**src/rtl/req_pkg.sv**
```systemverilog
// Shared definitions for the request arbiter and the request bridge it fronts.
package req_pkg;

  localparam int ADDR_W_DEF = 32;
  localparam int DATA_W_DEF = 32;
  localparam int REQ_LEN_W  = 3;

  typedef enum logic [1:0] {
    ST_IDLE = 2'd0,
    ST_REQ  = 2'd1,
    ST_DATA = 2'd2
  } state_t;

  // A length field of zero stands for a full 8-beat burst.
  function automatic logic [3:0] len_to_beats(input logic [REQ_LEN_W-1:0] len);
    return (len == '0) ? 4'd8 : {1'b0, len};
  endfunction

endpackage

```
**src/rtl/req_arbiter.sv**
```systemverilog
// Two-master arbiter for the bridge request channel; the grant is held for a whole burst.
// Handshake: a transfer happens on a clock edge where valid and ready are both high; valid never waits on ready.
module req_arbiter
  import req_pkg::*;
#(
  parameter int ADDR_W = ADDR_W_DEF,
  parameter int DATA_W = DATA_W_DEF
) (
  input  logic                 clk_i,
  input  logic                 rst_ni,
  input  logic                 m0_req_valid,
  output logic                 m0_req_ready,
  input  logic [DATA_W/8-1:0]  m0_req_mask,
  input  logic [ADDR_W-1:0]    m0_req_addr,
  input  logic [2:0]           m0_req_len,
  input  logic                 m0_req_we,
  input  logic                 m0_write_valid,
  input  logic [DATA_W-1:0]    m0_write_data,
  output logic                 m0_read_valid,
  output logic [DATA_W-1:0]    m0_read_data,
  input  logic                 m0_read_ack,
  input  logic                 m1_req_valid,
  output logic                 m1_req_ready,
  input  logic [DATA_W/8-1:0]  m1_req_mask,
  input  logic [ADDR_W-1:0]    m1_req_addr,
  input  logic [2:0]           m1_req_len,
  input  logic                 m1_req_we,
  input  logic                 m1_write_valid,
  input  logic [DATA_W-1:0]    m1_write_data,
  output logic                 m1_read_valid,
  output logic [DATA_W-1:0]    m1_read_data,
  input  logic                 m1_read_ack,
  output logic                 s_req_valid,
  input  logic                 s_req_ready,
  output logic [DATA_W/8-1:0]  s_req_mask,
  output logic [ADDR_W-1:0]    s_req_addr,
  output logic [2:0]           s_req_len,
  output logic                 s_req_we,
  output logic                 s_write_valid,
  output logic [DATA_W-1:0]    s_write_data,
  input  logic                 s_read_valid,
  input  logic [DATA_W-1:0]    s_read_data,
  output logic                 s_read_ack,
  output logic [1:0]           gnt_o,
  output logic [1:0]           dbg_state_o
);

  // On a tie the master that did not win last time is chosen.
  function automatic logic pick(input logic v0, input logic v1, input logic last);
    if (v0 && !v1) return 1'b0;
    if (v1 && !v0) return 1'b1;
    return ~last;
  endfunction

  state_t      r_state, w_state_nxt;
  logic        r_owner, r_last, r_we_q;
  logic [3:0]  r_rem;

  logic                w_active, w_winner, w_beat, w_hs;
  logic [3:0]          w_rem_nxt;
  logic                w_req_valid, w_req_we, w_write_valid, w_read_ack;
  logic [DATA_W/8-1:0] w_req_mask;
  logic [ADDR_W-1:0]   w_req_addr;
  logic [2:0]          w_req_len;
  logic [DATA_W-1:0]   w_write_data;

  assign w_active      = (r_state != ST_IDLE);
  assign w_winner      = pick(m0_req_valid, m1_req_valid, r_last);
  assign w_req_valid   = r_owner ? m1_req_valid   : m0_req_valid;
  assign w_req_mask    = r_owner ? m1_req_mask    : m0_req_mask;
  assign w_req_addr    = r_owner ? m1_req_addr    : m0_req_addr;
  assign w_req_len     = r_owner ? m1_req_len     : m0_req_len;
  assign w_req_we      = r_owner ? m1_req_we      : m0_req_we;
  assign w_write_valid = r_owner ? m1_write_valid : m0_write_valid;
  assign w_write_data  = r_owner ? m1_write_data  : m0_write_data;
  assign w_read_ack    = r_owner ? m1_read_ack    : m0_read_ack;

  assign w_hs = (r_state == ST_REQ) && w_req_valid && s_req_ready;

  // Write pushes may arrive before the request handshake; read beats only after it.
  assign w_beat = w_active && (r_rem != 4'd0) &&
                  (r_we_q ? w_write_valid
                          : ((r_state == ST_DATA) && s_read_valid && w_read_ack));
  assign w_rem_nxt = r_rem - {3'b000, w_beat};

  always_ff @(posedge clk_i or negedge rst_ni) begin
    if (!rst_ni) r_state <= ST_IDLE;
    else         r_state <= w_state_nxt;
  end

  always_comb begin
    w_state_nxt = r_state;
    case (r_state)
      ST_IDLE: if (m0_req_valid || m1_req_valid) w_state_nxt = ST_REQ;
      ST_REQ:  if (w_hs) w_state_nxt = (w_rem_nxt == 4'd0) ? ST_IDLE : ST_DATA;
      ST_DATA: if (w_rem_nxt == 4'd0) w_state_nxt = ST_IDLE;
      default: w_state_nxt = ST_IDLE;
    endcase
  end

  always_ff @(posedge clk_i or negedge rst_ni) begin
    if (!rst_ni) begin
      r_owner <= 1'b0;
      r_last  <= 1'b1;
      r_rem   <= 4'd0;
      r_we_q  <= 1'b0;
    end else if (r_state == ST_IDLE) begin
      if (m0_req_valid || m1_req_valid) begin
        r_owner <= w_winner;
        r_last  <= w_winner;
        r_rem   <= len_to_beats(w_winner ? m1_req_len : m0_req_len);
        r_we_q  <= w_winner ? m1_req_we : m0_req_we;
      end
    end else begin
      r_rem <= w_rem_nxt;
    end
  end

  // Everything is forced to zero in IDLE so an async reset clears outputs without a clock.
  always_comb begin
    gnt_o         = 2'b00;
    dbg_state_o   = r_state;
    s_req_valid   = 1'b0;
    s_req_mask    = '0;
    s_req_addr    = '0;
    s_req_len     = '0;
    s_req_we      = 1'b0;
    s_write_valid = 1'b0;
    s_write_data  = '0;
    s_read_ack    = 1'b0;
    m0_req_ready  = 1'b0;
    m1_req_ready  = 1'b0;
    m0_read_valid = 1'b0;
    m1_read_valid = 1'b0;
    m0_read_data  = '0;
    m1_read_data  = '0;
    if (w_active) begin
      gnt_o       = r_owner ? 2'b10 : 2'b01;
      s_req_valid = (r_state == ST_REQ) && w_req_valid;
      s_req_mask  = w_req_mask;
      s_req_addr  = w_req_addr;
      s_req_len   = w_req_len;
      s_req_we    = w_req_we;
      s_read_ack  = w_read_ack;
      if (r_we_q) begin
        s_write_valid = w_write_valid && (r_rem != 4'd0);
        s_write_data  = w_write_data;
      end
      if (r_owner) begin
        m1_req_ready  = (r_state == ST_REQ) && s_req_ready;
        m1_read_valid = s_read_valid;
        m1_read_data  = s_read_data;
      end else begin
        m0_req_ready  = (r_state == ST_REQ) && s_req_ready;
        m0_read_valid = s_read_valid;
        m0_read_data  = s_read_data;
      end
    end
  end

endmodule

```
**config.mk**
```make
export PLATFORM = sky130hd
export DESIGN_NAME = req_arbiter
export DESIGN_NICKNAME = d
export VERILOG_FILES = /design/src/rtl/req_pkg.sv /design/src/rtl/req_arbiter.sv
export SDC_FILE = /design/constraint.sdc
export NUM_CORES = 1
export LEC_CHECK = 0
export CAP_MARGIN = 25
export CORE_AREA = 2 2 131 133
export DETAILED_ROUTE_END_ITERATION = 16
export DIE_AREA = 0 0 133 135
export DONT_BUFFER_PORTS = 1
export PLACE_DENSITY = 0.33
export SLEW_MARGIN = 20
export SYNTH_ARGS = -nofsm -noshare
export SYNTH_HDL_FRONTEND = slang
export SYNTH_SLANG_ARGS = --single-unit
```
**constraint.sdc**
```tcl
create_clock -name clk_i -period 5.48 [get_ports clk_i]
set_input_delay 1.096 -clock clk_i [delete_from_list [all_inputs] [get_ports clk_i]]
set_output_delay 1.096 -clock clk_i [all_outputs]
set_load 0.02 [all_outputs]
```
==> results of run 1 <==
-- placed cells by master (no fill, tap or decap), drive strengths merged, types with 2 or more instances in the layout --
| master | count |
|---|---|
| nand2 | 5 |
| or2 | 2 |
| nor2 | 83 |
| and2 | 35 |
| nor2b | 3 |
| clkbuf | 4 |
| ha | 2 |
| mux2 | 3 |
| a22o | 2 |
| diode | 3 |
| o21a | 3 |
| a21boi | 2 |
| o21ai | 3 |
| a22oi | 2 |
| a21oi | 3 |
| dfrtp | 8 |
| buf | 3 |
| a31oi | 2 |
| and3 | 34 |
| inv | 2 |
| mux2i | 74 |
-- cell usage after synthesis (all sizes together) (5+ instances only) --
library cell / number / area share [%]
dfrtp: 8 / 9.0
nor2: 83 / 14
mux2i: 74 / 33
nand2: 5 / 0.85
and3: 34 / 9.6
clkbuf: 8 / 1.4
buf: 20 / 4.8
and2: 35 / 9.9
-- registers in the layout (all words and copies together), names as in the netlist --
register     flops
dbg_state_o      2
r_last           1
r_owner          1
r_rem            4
r_we_q           1
-- path summary, 6_finish.rpt --
check	start	endpoint	cells after the start	slack [ps]
worst max-delay path	r_owner$_DFFE_PN0P_	s_req_addr[14]	3	1940
worst min-delay path	rst_ni	r_rem[3]$_DFFE_PN0P_	0	560
worst min register to register	r_we_q$_DFFE_PN0P_	r_we_q$_DFFE_PN0P_	2	560
min in group clk_i	r_we_q$_DFFE_PN0P_	r_we_q$_DFFE_PN0P_	2	560
max in group asynchronous	rst_ni	r_last$_DFFE_PN1P_	0	4750
worst max register to register	dbg_state_o[0]$_DFFE_PN0P_	r_rem[3]$_DFFE_PN0P_	10	2440
-- layer usage --
metal | vias up | wire [µm] | track usage, % | part of all wire (%)
li1 | 1037 | - | - | -
met1 | 1036 | 2873 | 7.755 | 34
met2 | 191 | 4620 | 15.54 | 55
met3 | 9 | 745 | 1.426 | 8.8
met4 | 0 | 209 | 3.763 | 2.5
met5 | - | 0 | 0 | 0
-- worst max-delay path, cell delays in order, from the launching register on --
cell,delay [ps]
dfrtp_4,810
buf_4,770
mux2i_1,160
nor2_1,360
-- metrics by stage --
stage / cells / area [µm²] / hold WS (ps)
4_1_cts: 511 / 2467 / 554.4
6_report: 514 / 2482 / 558.5
3_3_place_gp: 507 / 2389 / 546.4
2_1_floorplan: 312 / 2213 / 480.8
5_1_grt: 512 / 2477 / 549.4
3_5_place_dp: 507 / 2389 / 545.5
-- cells by family after synthesis --
group	after synthesis	synth area share, %
adders and majority gates	2	1.130
AOI/OAI and AO/OA	23	7.857
muxes	77	35.16
and+or+nand+nor	171	39.12
buffers and inverters	30	6.501
DFF	9	10.23
-- cell type report --
class | instances | area share [%]
antenna | 3 | 0.3024
clock buffer | 4 | 3.175
inverter | 2 | 0.3024
multi-input combinational | 273 | 74.95
sequential | 9 | 9.274
tap | 220 | 11.09
timing repair buffer | 3 | 0.9073
-- power breakdown --
part | total [µW] | switching, µW | leakage [µW] | internal [µW]
Combinational | 1480 | 1080 | 0.00101 | 407
Clock | 128 | 31.1 | 0.0000382 | 97.2
Sequential | 223 | 119 | 0.000104 | 104
==> impl_metrics.json, run 1 <==
{
  "worstSkewPairLatency_ps": 230,
  "ant_nets": 0,
  "vias": 2273,
  "drive_gt1_share_pct": 6.529,
  "cp_max_fo": 58,
  "drc_errors": 0,
  "yosysWarnings": 0,
  "antenna_found_initial": 1,
  "synth.distinct_cells": 42,
  "rsz0062_at_grt": "false",
  "post_cts_resized": 0,
  "seq_area_um2": 230.2,
  "multiInputGateArea_um2": 1861,
  "clockRootBuffer": "clkbuf_16",
  "die_x_um": 133,
  "setup_viol": 0,
  "skew_ps": 2.018,
  "gp_congestion": 0.7498,
  "postCtsSetupRepairBufs": 0,
  "status": "finished clean",
  "crit_path_start_kind": "flop",
  "layout.nets": 480,
  "place_ws_ps": 2191,
  "initial_core_util_pct": 13.49,
  "slew_headroom_pct": 42.00,
  "ioPinCount": 333,
  "grt-ovfl-total": 0,
  "grt_pass1_wl_um": 11020,
  "place_hpwl_um": 7219,
  "yosys_register_bits": 9,
  "port-buffer-count": 0,
  "maxSlewViolCount": 0,
  "timing.final.hold_violations": 0,
  "critPathRequiredTime_ps": 4380,
  "cts_made_buffers": 3,
  "max_freq_mhz": 282.7,
  "cts_tree": "yes",
  "grt_usage_pct": 7.813,
  "dieArea_um2": 17960,
  "first_global_vias": 2081,
  "crit_type": "reg -> out",
  "syn_inst": 312,
  "grt_max_degree": 59,
  "drt_iter0_drc": 68,
  "first_pass_iters": 4,
  "powerDensity_nw_per_um2": 738.9,
  "cts_max_path_buffers": 2,
  "period_needed_ps": 3538,
  "end_kind": "output port",
  "drv_cap": 0,
  "path_clk_slew_ps": 40,
  "cts_sinks": 9,
  "async_flop_share_pct": 100.0,
  "peakVddDrop_uv": 142.2,
  "avgSynthCellArea_um2": 7.094,
  "syn2layout_area_growth_pct": 12.15,
  "cts_hold_buf": 0,
  "tns_ps": 0,
  "ys_seq_area_share_pct": 10.23,
  "core_um2": 16410,
  "synth-edff-count": 0,
  "syn_nets": 500,
  "synth_area_um2": 2213,
  "h-tree-depth": 1,
  "die_h_um": 135,
  "critPathArrivalTime_ps": 2440,
  "setup_ws_ps": 1942,
  "avgRoutedWirePerCell_um": 16.44,
  "worst_pin_slew_ps": 870.0,
  "p_total_uw": 1834,
  "num_rows": 47,
  "routed_wl_um": 8448,
  "via_per_inst": 4.422,
  "synthFlopType": "dfrtp_1",
  "post-route-period-util_pct": 64.56,
  "hp-class": "in -> async",
  "static-leakage-power_uw": 0.001152,
  "final_util_pct": 15.13,
  "nFillCells": 1880
}
(Power assumes the default switching activity.)
==> inputs of run 2 (changes only) <==
--- a/config.mk
+++ b/config.mk
@@ -10,7 +10,7 @@
 export DETAILED_ROUTE_END_ITERATION = 16
 export DIE_AREA = 0 0 133 135
 export DONT_BUFFER_PORTS = 1
-export PLACE_DENSITY = 0.33
+export PLACE_DENSITY = 0.34
 export SLEW_MARGIN = 20
 export SYNTH_ARGS = -nofsm -noshare
 export SYNTH_HDL_FRONTEND = slang
==> constraint.sdc (replaced) <==
create_clock -name clk_i -period 3.2 [get_ports clk_i]
set_input_delay 0.64 -clock clk_i [delete_from_list [all_inputs] [get_ports clk_i]]
set_output_delay 0.64 -clock clk_i [all_outputs]
set_load 0.02 [all_outputs]
==> run 2 against run 1 <==
Flip-flop and latch count stayed put. Total power is 84% higher. Die area stayed put. First-iteration DRC count is 4.4% lower. Wire length is 2.3% higher. Worst hold slack worse by 460 ps. Cell area is 11% higher. Clock skew is 1.6 ps lower. Via count is 3.5% higher. Clock-buffer cell count stayed put. Setup slack worse by 1300 ps. Critical path type unchanged. Largest cell class unchanged.
==> impl_metrics.json, run 2 (synthesis results as in run 1) <==
{
  "vias": 2352,
  "peakVddDrop_uv": 359.2,
  "cts_hold_buf": 0,
  "critPathArrivalTime_ps": 1960,
  "worstSkewPairLatency_ps": 230,
  "syn2layout_area_growth_pct": 24.25,
  "cp_max_fo": 63,
  "gp_congestion": 0.7415,
  "p_total_uw": 3377,
  "period_needed_ps": 2595,
  "status": "finished clean",
  "end_kind": "output port",
  "avgRoutedWirePerCell_um": 15.80,
  "reg2reg_depth": 9,
  "die_h_um": 135,
  "powerDensity_nw_per_um2": 1228,
  "post-route-period-util_pct": 81.10,
  "max_stage_delay_ps": 740,
  "regMostFlops": "r_rem",
  "critPathRequiredTime_ps": 2560,
  "worst_path_max_delay_cell": "dfrtp_4",
  "setup_viol": 0,
  "first_global_vias": 2214,
  "timing.final.hold_violations": 0,
  "static-leakage-power_uw": 0.001344,
  "skew_ps": 0.4248,
  "max_freq_mhz": 385.3,
  "cts_made_buffers": 3,
  "slew_headroom_pct": 65.76,
  "rsz0062_at_grt": "false",
  "place_hpwl_um": 7406,
  "reg2reg_slack_ps": 780,
  "crit_path_start_kind": "flop",
  "ioPinCount": 333,
  "grt-ovfl-total": 0,
  "n_antenna_cell": 0,
  "grt_pass1_wl_um": 11570,
  "tns_ps": 0,
  "hp-class": "in -> async",
  "drive_gt1_share_pct": 16.51,
  "layout_common_cells": "80 x nor2_1, 74 x mux2i_1, 38 x buf_4",
  "postCtsSetupRepairBufs": 0,
  "layout_commonest_cell": "nor2_1",
  "via_per_inst": 4.300,
  "initial_core_util_pct": 13.49,
  "largest_reg_flops": 4,
  "r2r-start": "r_owner$_DFFE_PN0P_",
  "startpoint": "r_owner$_DFFE_PN0P_",
  "cts_tree": "yes",
  "crit_type": "reg -> out",
  "grt_max_degree": 64,
  "core_um2": 16410,
  "post_cts_resized": 0,
  "dieArea_um2": 17960,
  "maxSlewViolCount": 0,
  "die_x_um": 133,
  "drv_cap": 0,
  "port-buffer-count": 0,
  "drc_errors": 0,
  "grt_usage_pct": 8.187,
  "clockRootBuffer": "clkbuf_16",
  "r2r-end": "dbg_state_o[1]$_DFFE_PN0P_",
  "cts_sinks": 9,
  "routed_wl_um": 8642,
  "drt_iter0_drc": 65,
  "layout.nets": 516,
  "h-tree-depth": 1,
  "first_pass_iters": 4,
  "ant_nets": 0,
  "worst_pin_slew_ps": 513.6,
  "antenna_found_initial": 0,
  "cts_max_path_buffers": 2,
  "num_rows": 47,
  "path_clk_slew_ps": 40,
  "crit_chain": "buf_12 > mux2i_1 > nor2_1 > buf_4"
}
## run 2: where the power goes
part	switching (µW)	total (µW)	internal [µW]
Combinational	1900	2800	896
Clock	53.7	220	166
Sequential	180	359	179
## run 2: how the worst max path moves through the flow
stage                           end  slack, ps  depth (start not counted)
3_3_place_gp   r_rem[3]$_DFFE_PN0P_        830                          9
5_1_grt            s_write_data[13]        480                          4
6_report            s_write_data[8]        600                          4
4_1_cts             s_write_data[8]        600                          4
2_1_floorplan  r_rem[3]$_DFFE_PN0P_        870                         11
3_5_place_dp   r_rem[3]$_DFFE_PN0P_        780                          9
## run 2: per-layer routing
layer	part of all wire (%)	routed length, µm	GRT usage (%)	vias up
met5	0	0	0	-
met3	7.6	661	0.6757	8
li1	-	-	-	1103
met4	1.5	132	2.808	0
met1	36	3074	8.415	1051
met2	55	4774	17.10	190
## run 2: stage by stage
stage	instance area [µm²]	cells	setup slack, ps	hold WS (ps)	util, %
floorplan	2213	312	871.1	344.4	-
global placement	2671	543	825.8	344.8	16.28
detailed placement	2671	543	776.6	344.9	16.28
CTS	2750	547	595.7	95.70	16.76
global route	2750	547	480.8	94.60	16.76
finish	2750	547	604.6	101.1	16.76
## run 2: critical path, delay by kind of cell (launching register included)
family,cells,cell delay (ps)
buf+inv,2,570
simple gates,1,60
mux,1,260
flops,1,740
## run 2: final cells by class
cell class,instances,area (µm²)
fill,1884,13660
multi-input combinational,273,1853
timing repair buffer,39,305.3
tap,220,275.3
sequential,9,230.2
clock buffer,4,78.83
inverter,2,7.507
